[config.mk]
export PLATFORM = sky130hd
export DESIGN_NAME = tdo_mux
export DESIGN_NICKNAME = d
export VERILOG_FILES = /design/src/rtl/tdo_mux.sv
export SDC_FILE = /design/constraint.sdc
export NUM_CORES = 1
export LEC_CHECK = 0
export CORE_ASPECT_RATIO = 1.25
export CORE_MARGIN = 3
export CORE_UTILIZATION = 55
export CTS_CLUSTER_DIAMETER = 200
export DETAILED_ROUTE_END_ITERATION = 8
export PLACE_DENSITY_LB_ADDON = 0.1
export SLEW_MARGIN = 25
export SYNTH_ARGS = -nofsm -noshare
export SYNTH_HDL_FRONTEND = slang
export SYNTH_SLANG_ARGS = --single-unit
[constraint.sdc]
create_clock -name clk -period 3.6 [get_ports clk]
set_input_delay 0.72 -clock clk [delete_from_list [all_inputs] [get_ports clk]]
set_output_delay 0.72 -clock clk [all_outputs]
set_load 0.01 [all_outputs]
[src/rtl/tdo_mux.sv]
// tdo_mux: double-buffered LSB-first TDO serialiser.
// Publishes bit address, byte/scan done pulses and sticky underrun.
module tdo_mux #(
  parameter int DW = 8,
  parameter int AW = 3
) (
  input  logic          clk,
  input  logic          reset,
  input  logic [DW-1:0] drv,
  input  logic          drv_last,
  input  logic [AW-1:0] drv_bits,
  input  logic          drv_valid,
  output logic          drv_ready,
  input  logic          shift,
  output logic          tdo,
  output logic          tdo_en,
  output logic [AW-1:0] adr,
  output logic          byte_done,
  output logic          scan_done,
  output logic          underrun
);

  typedef enum logic [1:0] {
    IDLE   = 2'd0,
    ACTIVE = 2'd1,
    STALL  = 2'd2
  } state_e;

  localparam logic [AW-1:0] FULL_END = AW'(DW - 1);

  state_e        state_q, state_d;
  logic [DW-1:0] hold_q, hold_d;
  logic          hold_last_q, hold_last_d;
  logic [AW-1:0] hold_bits_q, hold_bits_d;
  logic          hold_full_q, hold_full_d;
  logic [DW-1:0] sh_q, sh_d;
  logic          sh_last_q, sh_last_d;
  logic [AW-1:0] sh_end_q, sh_end_d;
  logic [AW-1:0] adr_q, adr_d;
  logic          byte_done_q, byte_done_d;
  logic          scan_done_q, scan_done_d;
  logic          underrun_q, underrun_d;

  logic accept;
  logic load_hold;
  logic bypass;

  function automatic logic [AW-1:0] end_of(
    input logic          last,
    input logic [AW-1:0] bits
  );
    return last ? bits : FULL_END;
  endfunction

  assign accept    = drv_valid & ~hold_full_q;
  assign drv_ready = ~hold_full_q;
  assign tdo_en    = (state_q != IDLE);
  assign tdo       = tdo_en & sh_q[0];
  assign adr       = adr_q;
  assign byte_done = byte_done_q;
  assign scan_done = scan_done_q;
  assign underrun  = underrun_q;

  // Next-state: sequencing, shift register moves and holding register fill.
  always_comb begin
    state_d     = state_q;
    hold_d      = hold_q;
    hold_last_d = hold_last_q;
    hold_bits_d = hold_bits_q;
    hold_full_d = hold_full_q;
    sh_d        = sh_q;
    sh_last_d   = sh_last_q;
    sh_end_d    = sh_end_q;
    adr_d       = adr_q;
    byte_done_d = 1'b0;
    scan_done_d = 1'b0;
    underrun_d  = underrun_q;
    load_hold   = 1'b0;
    bypass      = 1'b0;

    unique case (state_q)
      IDLE: begin
        if (hold_full_q) begin
          load_hold = 1'b1;
          state_d   = ACTIVE;
        end else if (accept) begin
          underrun_d = 1'b0;
        end
      end
      ACTIVE: begin
        if (shift) begin
          if (adr_q != sh_end_q) begin
            sh_d  = sh_q >> 1;
            adr_d = adr_q + AW'(1);
          end else begin
            byte_done_d = 1'b1;
            if (sh_last_q) begin
              scan_done_d = 1'b1;
              state_d     = IDLE;
              adr_d       = '0;
            end else if (hold_full_q) begin
              load_hold = 1'b1;
            end else if (accept) begin
              bypass = 1'b1;
            end else begin
              state_d = STALL;
            end
          end
        end
      end
      STALL: begin
        if (shift) begin
          underrun_d = 1'b1;
        end
        if (hold_full_q) begin
          load_hold = 1'b1;
          state_d   = ACTIVE;
        end else if (accept) begin
          bypass  = 1'b1;
          state_d = ACTIVE;
        end
      end
      default: begin
        state_d = IDLE;
      end
    endcase

    // Holding register drains into the shifter.
    if (load_hold) begin
      sh_d        = hold_q;
      sh_last_d   = hold_last_q;
      sh_end_d    = end_of(hold_last_q, hold_bits_q);
      adr_d       = '0;
      hold_full_d = 1'b0;
    end

    // Bypass skips the holding register entirely.
    if (bypass) begin
      sh_d      = drv;
      sh_last_d = drv_last;
      sh_end_d  = end_of(drv_last, drv_bits);
      adr_d     = '0;
    end

    if (accept && !bypass) begin
      hold_d      = drv;
      hold_last_d = drv_last;
      hold_bits_d = drv_bits;
      hold_full_d = 1'b1;
    end
  end

  // State and datapath registers.
  always_ff @(posedge clk or posedge reset) begin
    if (reset) begin
      state_q     <= IDLE;
      hold_q      <= '0;
      hold_last_q <= 1'b0;
      hold_bits_q <= '0;
      hold_full_q <= 1'b0;
      sh_q        <= '0;
      sh_last_q   <= 1'b0;
      sh_end_q    <= '0;
      adr_q       <= '0;
      byte_done_q <= 1'b0;
      scan_done_q <= 1'b0;
      underrun_q  <= 1'b0;
    end else begin
      state_q     <= state_d;
      hold_q      <= hold_d;
      hold_last_q <= hold_last_d;
      hold_bits_q <= hold_bits_d;
      hold_full_q <= hold_full_d;
      sh_q        <= sh_d;
      sh_last_q   <= sh_last_d;
      sh_end_q    <= sh_end_d;
      adr_q       <= adr_d;
      byte_done_q <= byte_done_d;
      scan_done_q <= scan_done_d;
      underrun_q  <= underrun_d;
    end
  end

endmodule

# ---- Word-level counts from Yosys, hierarchy flattened
# Cells that the tools add are included.
dict set report totals {
  register_bits 33
  in_bits 16
  output_inout_bits 9
  word_cells 94
}
dict set report op_classes {
  addsub 1
  n_eq_ne 12
  mux 50
  n_bitwise 3
  n_reduce_logical 16
}
# operator count
set op_table {}
lappend op_table {{2-to-1 mux 8 bit} 5}
lappend op_table {{2-to-1 mux 3 bit} 10}
lappend op_table {{2-to-1 mux 1 bit} 23}
lappend op_table {{2-to-1 mux 2 bit} 8}
lappend op_table {{inequality test 2 bit, second input constant} 6}
lappend op_table {{inequality test 3 bit, second input constant} 3}
lappend op_table {{nonzero test 3 bit} 3}
lappend op_table {{nonzero test 2 bit} 4}
lappend op_table {{case mux 1 bit (2 select lines)} 3}
lappend op_table {{case mux 2 bit (3 select lines)} 1}
lappend op_table {{AND reduction 3 bit} 2}
lappend op_table {{AND reduction 6 bit} 1}
lappend op_table {{AND reduction 4 bit} 1}
lappend op_table {{nonzero test 4 bit} 1}
lappend op_table {{adder 3 x 1 -> 3 bit, second input constant} 1}
lappend op_table {{inequality test 3 bit} 1}
lappend op_table {{bitwise AND 1 bit} 2}
lappend op_table {{equality test 2 x 1 -> 1 bit, second input constant} 1}
lappend op_table {{equality test 2 bit, second input constant} 1}
lappend op_table {{zero test 2 bit} 1}
lappend op_table {{OR reduction 2 bit} 1}
lappend op_table {{logical AND 1 bit} 1}
lappend op_table {{zero test 1 bit} 1}
lappend op_table {{NOT 1 bit} 1}

# ---- Logic depth before layout (Yosys ltp)
# Gate-level depths: netlist (run 1).
dict set report depth {
  ltp_word 11
  depth_mapped 9
  mapped_depth_nobuf 8
}

# ---- Least setup slack after synthesis (run 1)
# No wires, ideal clock.
dict set report synth_timing {
  kind {input to register}
  from {in shift}
  to {reg hold_bits_q[0]}
  setup_time_ps 125
  arrival_ps 1821
  required_time_ps 3475
  slack_ps 1654
  cell_stages 6
  n_path_buf 1
  path_cell_list {and2_1 nand4_4 o21bai_2 a21oi_4 buf_6 mux2_4}
}
dict set report synth_between {
  elab_chain_len 4
}
# item line
set synth_rtl {}
lappend synth_rtl {{from (decl)} 14} ;# input logic shift,
lappend synth_rtl {{2-to-1 mux 1 bit} 91} ;# if (shift) begin
lappend synth_rtl {{case mux 1 bit (2 select lines)} 81} ;# unique case (state_q)
lappend synth_rtl {{zero test 1 bit} 145} ;# if (accept && !bypass) begin
lappend synth_rtl {{logical AND 1 bit} 145}
lappend synth_rtl {{to (signal assigned)} 172} ;# hold_bits_q <= hold_bits_d;
lappend synth_rtl {{to (decl)} 34} ;# logic [AW-1:0] hold_bits_q, hold_bits_d;
# No other way between the ends.
# A chain may end at the register's enable or synchronous reset.

# ---- Final worst setup path (run 1)
dict set report layout_timing {
  from {reg state_q[0]}
  to {out tdo}
}
dict set report layout_between {
  elab_chain_len 2
}
# item line
set layout_rtl {}
lappend layout_rtl {{from (decl)} 31} ;# state_e state_q, state_d;
lappend layout_rtl {{from (signal assigned)} 169} ;# state_q <= state_d;
lappend layout_rtl {{nonzero test 2 bit} 57} ;# assign tdo_en = (state_q != IDLE);
lappend layout_rtl {{bitwise AND 1 bit} 58} ;# assign tdo = tdo_en & sh_q[0];
lappend layout_rtl {{to (decl)} 15} ;# output logic tdo,
# No other way between the ends.

==> results.py, run 1 <==
metrics = {
    "status": {
        "status": "finished clean",
    },
    "final_layout": {
        "finalNetCount": 220,
        "diodes": 0,
        "stdcell_area_sq_mm": 0.00218,
        "layout-drive-gt1-share": 0.155,
        "syn_to_final_growth_pct": 18.4,
        "instances_no_fill": 236,
        "post-route-util": 0.707,
    },
    "cts": {
        "cts-resized-gates": 0,
        "cts_max_level": 2,
        "cts_hold_buffers": 0,
        "clkTransAtPathRegs_ns": 0.10,
        "cts_buffers": 5,
        "cts_setup_buffers": 0,
        "clockBufferDepth": 2,
        "clk_latency_ns": 0.33,
        "cts.sinks": 33,
        "cts_tree": "built",
        "clockRootBuffer": "clkbuf_4",
    },
    "routing": {
        "wl_met1_mm": 1.65,
        "drc": 0,
        "drt_iter0_markers": 49,
        "avgViaCountPerCell": 6.14,
        "wl_met2_mm": 1.98,
        "ant_nets": 0,
        "wl_mm": 3.84,
        "dr.pass1.iters": 5,
        "maxUsedRoutingLayer": "met4",
        "vias": 1448,
        "wl_met3_microns": 156,
        "routedWlPerCell_microns": 16.3,
    },
    "global_routing": {
        "grt_antenna_before_repair": 0,
        "grt_usage": 0.214,
        "grt_pass1_vias": 1502,
        "grt_pass1_wl_mm": 6.84,
        "grt_max_degree": 34,
        "overflow": 0,
    },
    "timing": {
        "fin_crit_sh": 0.701,
        "rsz0062_at_grt": "false",
        "post-route-worst-setup-slack_ns": 1.08,
        "setup_tns_ns": 0,
        "setup_viol": 0,
        "hold_violations": 0,
        "whs_ns": 0.529,
        "fmax_mhz": 396,
        "slew_violations": 0,
        "tightest_slew_ns": 0.771,
        "finClkSkew_ns": 0.00425,
        "relSlewSlack": 0.483,
        "timing.final.crit_period_ns": 2.52,
    },
    "critical_path": {
        "critPathMaxStageDelay_ns": 0.54,
        "critical_path.slowest_cell": "clkdlybuf4s50_1",
        "end_kind": "primary output",
        "path_delay_family": "buffers and inverters",
        "critPathKind": "reg -> out",
        "arrival_ns": 1.80,
        "crit_chain": "inv_1, ha_1, nor2b_1, clkdlybuf4s50_1",
        "worst-path-max-fanout": 7,
        "reg2reg_from": "state_q[1]",
        "cp-start-kind": "flip-flop",
        "critPathBufInv": 2,
        "r2r-end": "hold_q[5]",
        "worst_r2r_path_depth": 7,
        "r2r_slack_ns": 1.37,
        "required_ns": 2.88,
    },
    "yosys": {
        "avgSynthCellArea_sq_um": 10.7,
        "synth_area_leaders": "dfrtp_1 45%, mux2_4 7.3%, nand2_1 3.7%",
        "synth_top_area_share": 0.449,
        "synth_cells": 172,
        "yosysUniqueCellTypes": 39,
        "ys.flop_type": "dfrtp_1",
        "yosysMostFrequentCell": "dfrtp_1",
        "synth_common_cells": "33 x dfrtp_1, 18 x nand2_1, 10 x nor2_1, 9 x mux2_4",
        "synthArstFlopShare": 1.00,
        "ys_ff_latch": 33,
        "synthesis.nets": 193,
        "yosysWarnings": 0,
        "synth_edf_count": 0,
        "synth_area_sq_mm": 0.00184,
        "synth_area_leader_cell": "dfrtp_1",
        "ys_seq_area_frac": 0.449,
    },
    "min_path": {
        "min_path_type": "reg -> reg",
        "min_to": "hold_bits_q[1]",
        "hold_path.startpoint": "hold_bits_q[1]",
        "hold_path_depth": 1,
    },
    "die": {
        "die_h_microns": 70.7,
        "fp.dieW_microns": 57.7,
        "core_area_sq_mm": 0.00308,
        "dieArea_sq_mm": 0.00408,
        "start_util": 0.597,
        "ios": 25,
        "core.rowCount": 22,
    },
    "power_and_ir_drop": {
        "power_mw": 1.91,
        "power.density_mw_per_mm2": 876,
        "irDropWorstVdd_mv": 0.494,
        "p_leak_nw": 0.938,
    },
    "placement": {
        "dpl.cell_count": 228,
        "place.gp.congestion": 0.797,
        "placed_area_sq_mm": 0.00209,
        "preCtsSetupSlack_ns": 0.878,
        "portBuffers": 24,
        "hpwl_mm": 2.80,
    },
    "run": {
        "maxCapViolCount": 0,
    },
}
==> power breakdown <==
| group | internal [mW] | leakage, nW | switching, mW |
|---|---|---|---|
| sequential | 0.539 | 0.391 | 0.166 |
| clock | 0.166 | 0.0455 | 0.123 |
| combinational | 0.462 | 0.502 | 0.453 |
| total | 1.17 | 0.938 | 0.742 |
==> worst max path at each step <==
stage / startpoint / to / slack (ns) / cells after the start
after global routing: state_q[1] / tdo / 0.97 / 4
after global placement: shift / hold_q[3] / 0.92 / 6
after floorplan: shift / hold_bits_q[0] / 1.65 / 6
after CTS: state_q[0] / tdo / 1.05 / 4
after detailed placement: shift / hold_q[3] / 0.88 / 6
final: state_q[0] / tdo / 1.08 / 4
==> sequential cells by signal (all words and copies together), names as in the netlist <==
register,flops
hold_q,8
hold_bits_q,3
byte_done,1
state_q,2
hold_last_q,1
sh_last_q,1
sh_end_q,3
hold_full_q,1
underrun,1
scan_done,1
sh_q,8
adr,3
==> layout by cell type (no fill, tap or decap), types with 2 or more instances in the layout <==
cell type,instances
nand3_1,5
a41oi_1,3
nor2_1,10
a21oi_1,8
ha_1,5
inv_1,7
o22a_1,7
nor2b_1,3
xor2_1,3
mux2_2,3
o21ai_0,8
mux2_4,9
a22oi_1,2
nand2b_1,2
a21o_1,2
clkbuf_4,5
clkdlybuf4s50_1,24
o21ai_1,8
nor3b_1,4
dfrtp_1,33
xnor2_2,3
and2_1,2
o22ai_1,8
nand2_1,18
==> kinds of logic (layout without fill, tap and decap cells) <==
family                     after synthesis  after routing  synth area share
AOI/OAI and AO/OA                       54             54             0.206
muxes                                   13             13            0.0972
and+or+nand+nor                         48             48             0.135
adders and majority gates                5              5            0.0340
buffers and inverters                   13             41            0.0381
DFF                                     33             33             0.449
xor gates and xnor gates                 6              6            0.0408
==> area by class of cell <==
type                    count  area (sq um)
repair buffers             25           248
fillers                   246           905
clock inverters             1          30.0
inverters                   8          30.0
flip-flops and latches     33           826
multi-input cells         126           945
well taps                  36          45.0
clock buffers               7          55.1
==> layer usage <==
| metal | GRT usage | up-vias |
|---|---|---|
| li1 | - | 681 |
| met1 | 0.271 | 723 |
| met2 | 0.344 | 37 |
| met3 | 0.0584 | 7 |
| met4 | 0.0851 | 0 |
| met5 | 0 | - |
==> worst register-to-register path: stages (launching register included) <==
cell and delay, ns:
dfrtp_1 0.42, inv_1 0.09, ha_1 0.20, and2_1 0.24, nand4_4 0.18, o21bai_2 0.10
a21oi_4 0.50, mux2_2 0.40
Power figures use the tool's default switching activity.
==> inputs of run 2 (changes only) <==
Settings changed: CORE_UTILIZATION 55 to 54.
Clock period 3.6 ns to 2.5 ns, I/O delays scaled along.
==> results.py, run 2 (synthesized netlist as in run 1, its figures left out) <==
metrics = {
    "routing": {
        "routedWlPerCell_microns": 16.7,
        "dr.pass1.iters": 5,
        "drc": 0,
        "vias": 1409,
        "avgViaCountPerCell": 5.82,
        "drt_iter0_markers": 51,
        "wl_mm": 4.04,
        "ant_nets": 0,
    },
    "placement": {
        "hpwl_mm": 2.99,
        "portBuffers": 24,
        "place.gp.congestion": 0.832,
    },
    "cts": {
        "cts_tree": "built",
        "clockBufferDepth": 2,
        "cts_setup_buffers": 0,
        "cts_max_level": 2,
        "clockRootBuffer": "clkbuf_8",
        "cts_buffers": 5,
        "clk_latency_ns": 0.29,
        "cts-resized-gates": 0,
        "cts.sinks": 33,
        "cts_hold_buffers": 0,
        "clkTransAtPathRegs_ns": 0.07,
    },
    "power_and_ir_drop": {
        "power_frac_comb": 0.496,
        "p_switching_mw": 1.09,
        "power.density_mw_per_mm2": 1240,
        "pwr-share-clk": 0.139,
        "irDropWorstVdd_mv": 0.741,
        "p_int_mw": 1.67,
        "pwr-share-seq": 0.365,
        "p_leak_nw": 0.961,
        "swShare": 0.394,
    },
    "timing": {
        "fmax_mhz": 442,
        "setup_tns_ns": 0,
        "tightest_slew_ns": 0.773,
        "slew_violations": 0,
        "setup_viol": 0,
        "relSlewSlack": 0.482,
        "finClkSkew_ns": 0.00605,
        "timing.final.crit_period_ns": 2.26,
        "hold_violations": 0,
        "fin_crit_sh": 0.906,
        "rsz0062_at_grt": "false",
    },
    "global_routing": {
        "grt_pass1_wl_mm": 6.98,
        "overflow": 0,
        "grt_antenna_before_repair": 0,
        "grt_pass1_vias": 1488,
        "grt_max_degree": 34,
        "grt_usage": 0.221,
    },
    "final_layout": {
        "layout-drive-gt1-share": 0.166,
        "multi_input_area_sq_um": 945,
        "syn_to_final_growth_pct": 20.9,
        "final_cell_mix": "33 x dfrtp_1, 24 x clkdlybuf4s50_1, 18 x nand2_1",
        "post-route-util": 0.684,
        "diodes": 0,
        "regArea_sq_um": 826,
        "fillers": 271,
        "top_regs": "hold_q x8, sh_q x8",
        "layout_commonest_cell": "dfrtp_1",
        "finalNetCount": 225,
    },
    "die": {
        "fp.dieW_microns": 58.2,
        "core_area_sq_mm": 0.00325,
        "die_h_microns": 71.3,
        "ios": 25,
        "core.rowCount": 23,
        "dieArea_sq_mm": 0.00415,
        "start_util": 0.566,
    },
    "critical_path": {
        "arrival_ns": 1.76,
        "cp-start-kind": "flip-flop",
        "reg2reg_from": "state_q[0]",
        "r2r_slack_ns": 0.48,
        "crit_path_end": "tdo",
        "worst-path-max-fanout": 7,
        "r2r-end": "sh_q[3]",
        "required_ns": 2.00,
        "worst_r2r_path_depth": 6,
        "critPathKind": "reg -> out",
        "end_kind": "primary output",
        "startpoint": "state_q[0]",
    },
    "min_path": {
        "hold_path.startpoint": "hold_bits_q[2]",
        "min_path_type": "reg -> reg",
    },
    "status": {
        "status": "finished clean",
    },
    "run": {
        "maxCapViolCount": 0,
    },
}
-- run 2: per-layer routing --
layer  vias to the layer above  part of all wire  global-route usage
li1                        684                 -                   -
met1                       695              0.42               0.262
met2                        24              0.54               0.392
met3                         6             0.029              0.0432
met4                         0             0.015              0.0773
met5                         -                 0                   0
-- run 2: power groups by stage --
stage	clock network, mW	registers (mW)	logic [mW]
2_1_floorplan	0	0.942	1.06
3_3_place_gp	0	1.01	1.32
3_5_place_dp	0	1.02	1.36
4_1_cts	0.390	1.01	1.37
5_1_grt	0.408	1.04	1.50
6_report	0.385	1.01	1.37
-- run 2: per-stage QoR --
step	worst slack, ns	hold WS (ns)	cell area, sq um	total power [mW]	instances
CTS	0.233	0.513	2220	2.77	242
detailed placement	0.204	0.494	2140	2.38	234
finish	0.235	0.514	2220	2.76	242
global route	0.139	0.522	2220	2.95	242
floorplan	0.638	0.476	1840	2.00	172
global placement	0.237	0.491	2140	2.33	234
-- run 2: final cells by class --
class                      count  area share
multi-input combinational    126       0.425
sequential                    33       0.371
timing repair buffer          30       0.134
clock buffer                   8      0.0360
tap                           37      0.0208
inverter                       8      0.0135
-- run 2: worst min path at each step --
stage	end	slack, ns	cells after the start
after detailed placement	hold_bits_q[1]	0.49	1
after global placement	hold_q[5]	0.49	1
after floorplan	hold_bits_q[2]	0.48	1
after global routing	hold_bits_q[1]	0.52	1
final	hold_bits_q[2]	0.51	1
after CTS	hold_bits_q[2]	0.51	1
-- run 2: worst max-delay path: stages (launching register included) --
cell and delay [ns]:
dfrtp_1 0.39, inv_1 0.09, ha_1 0.30, nor2b_1 0.15
clkdlybuf4s50_1 0.55
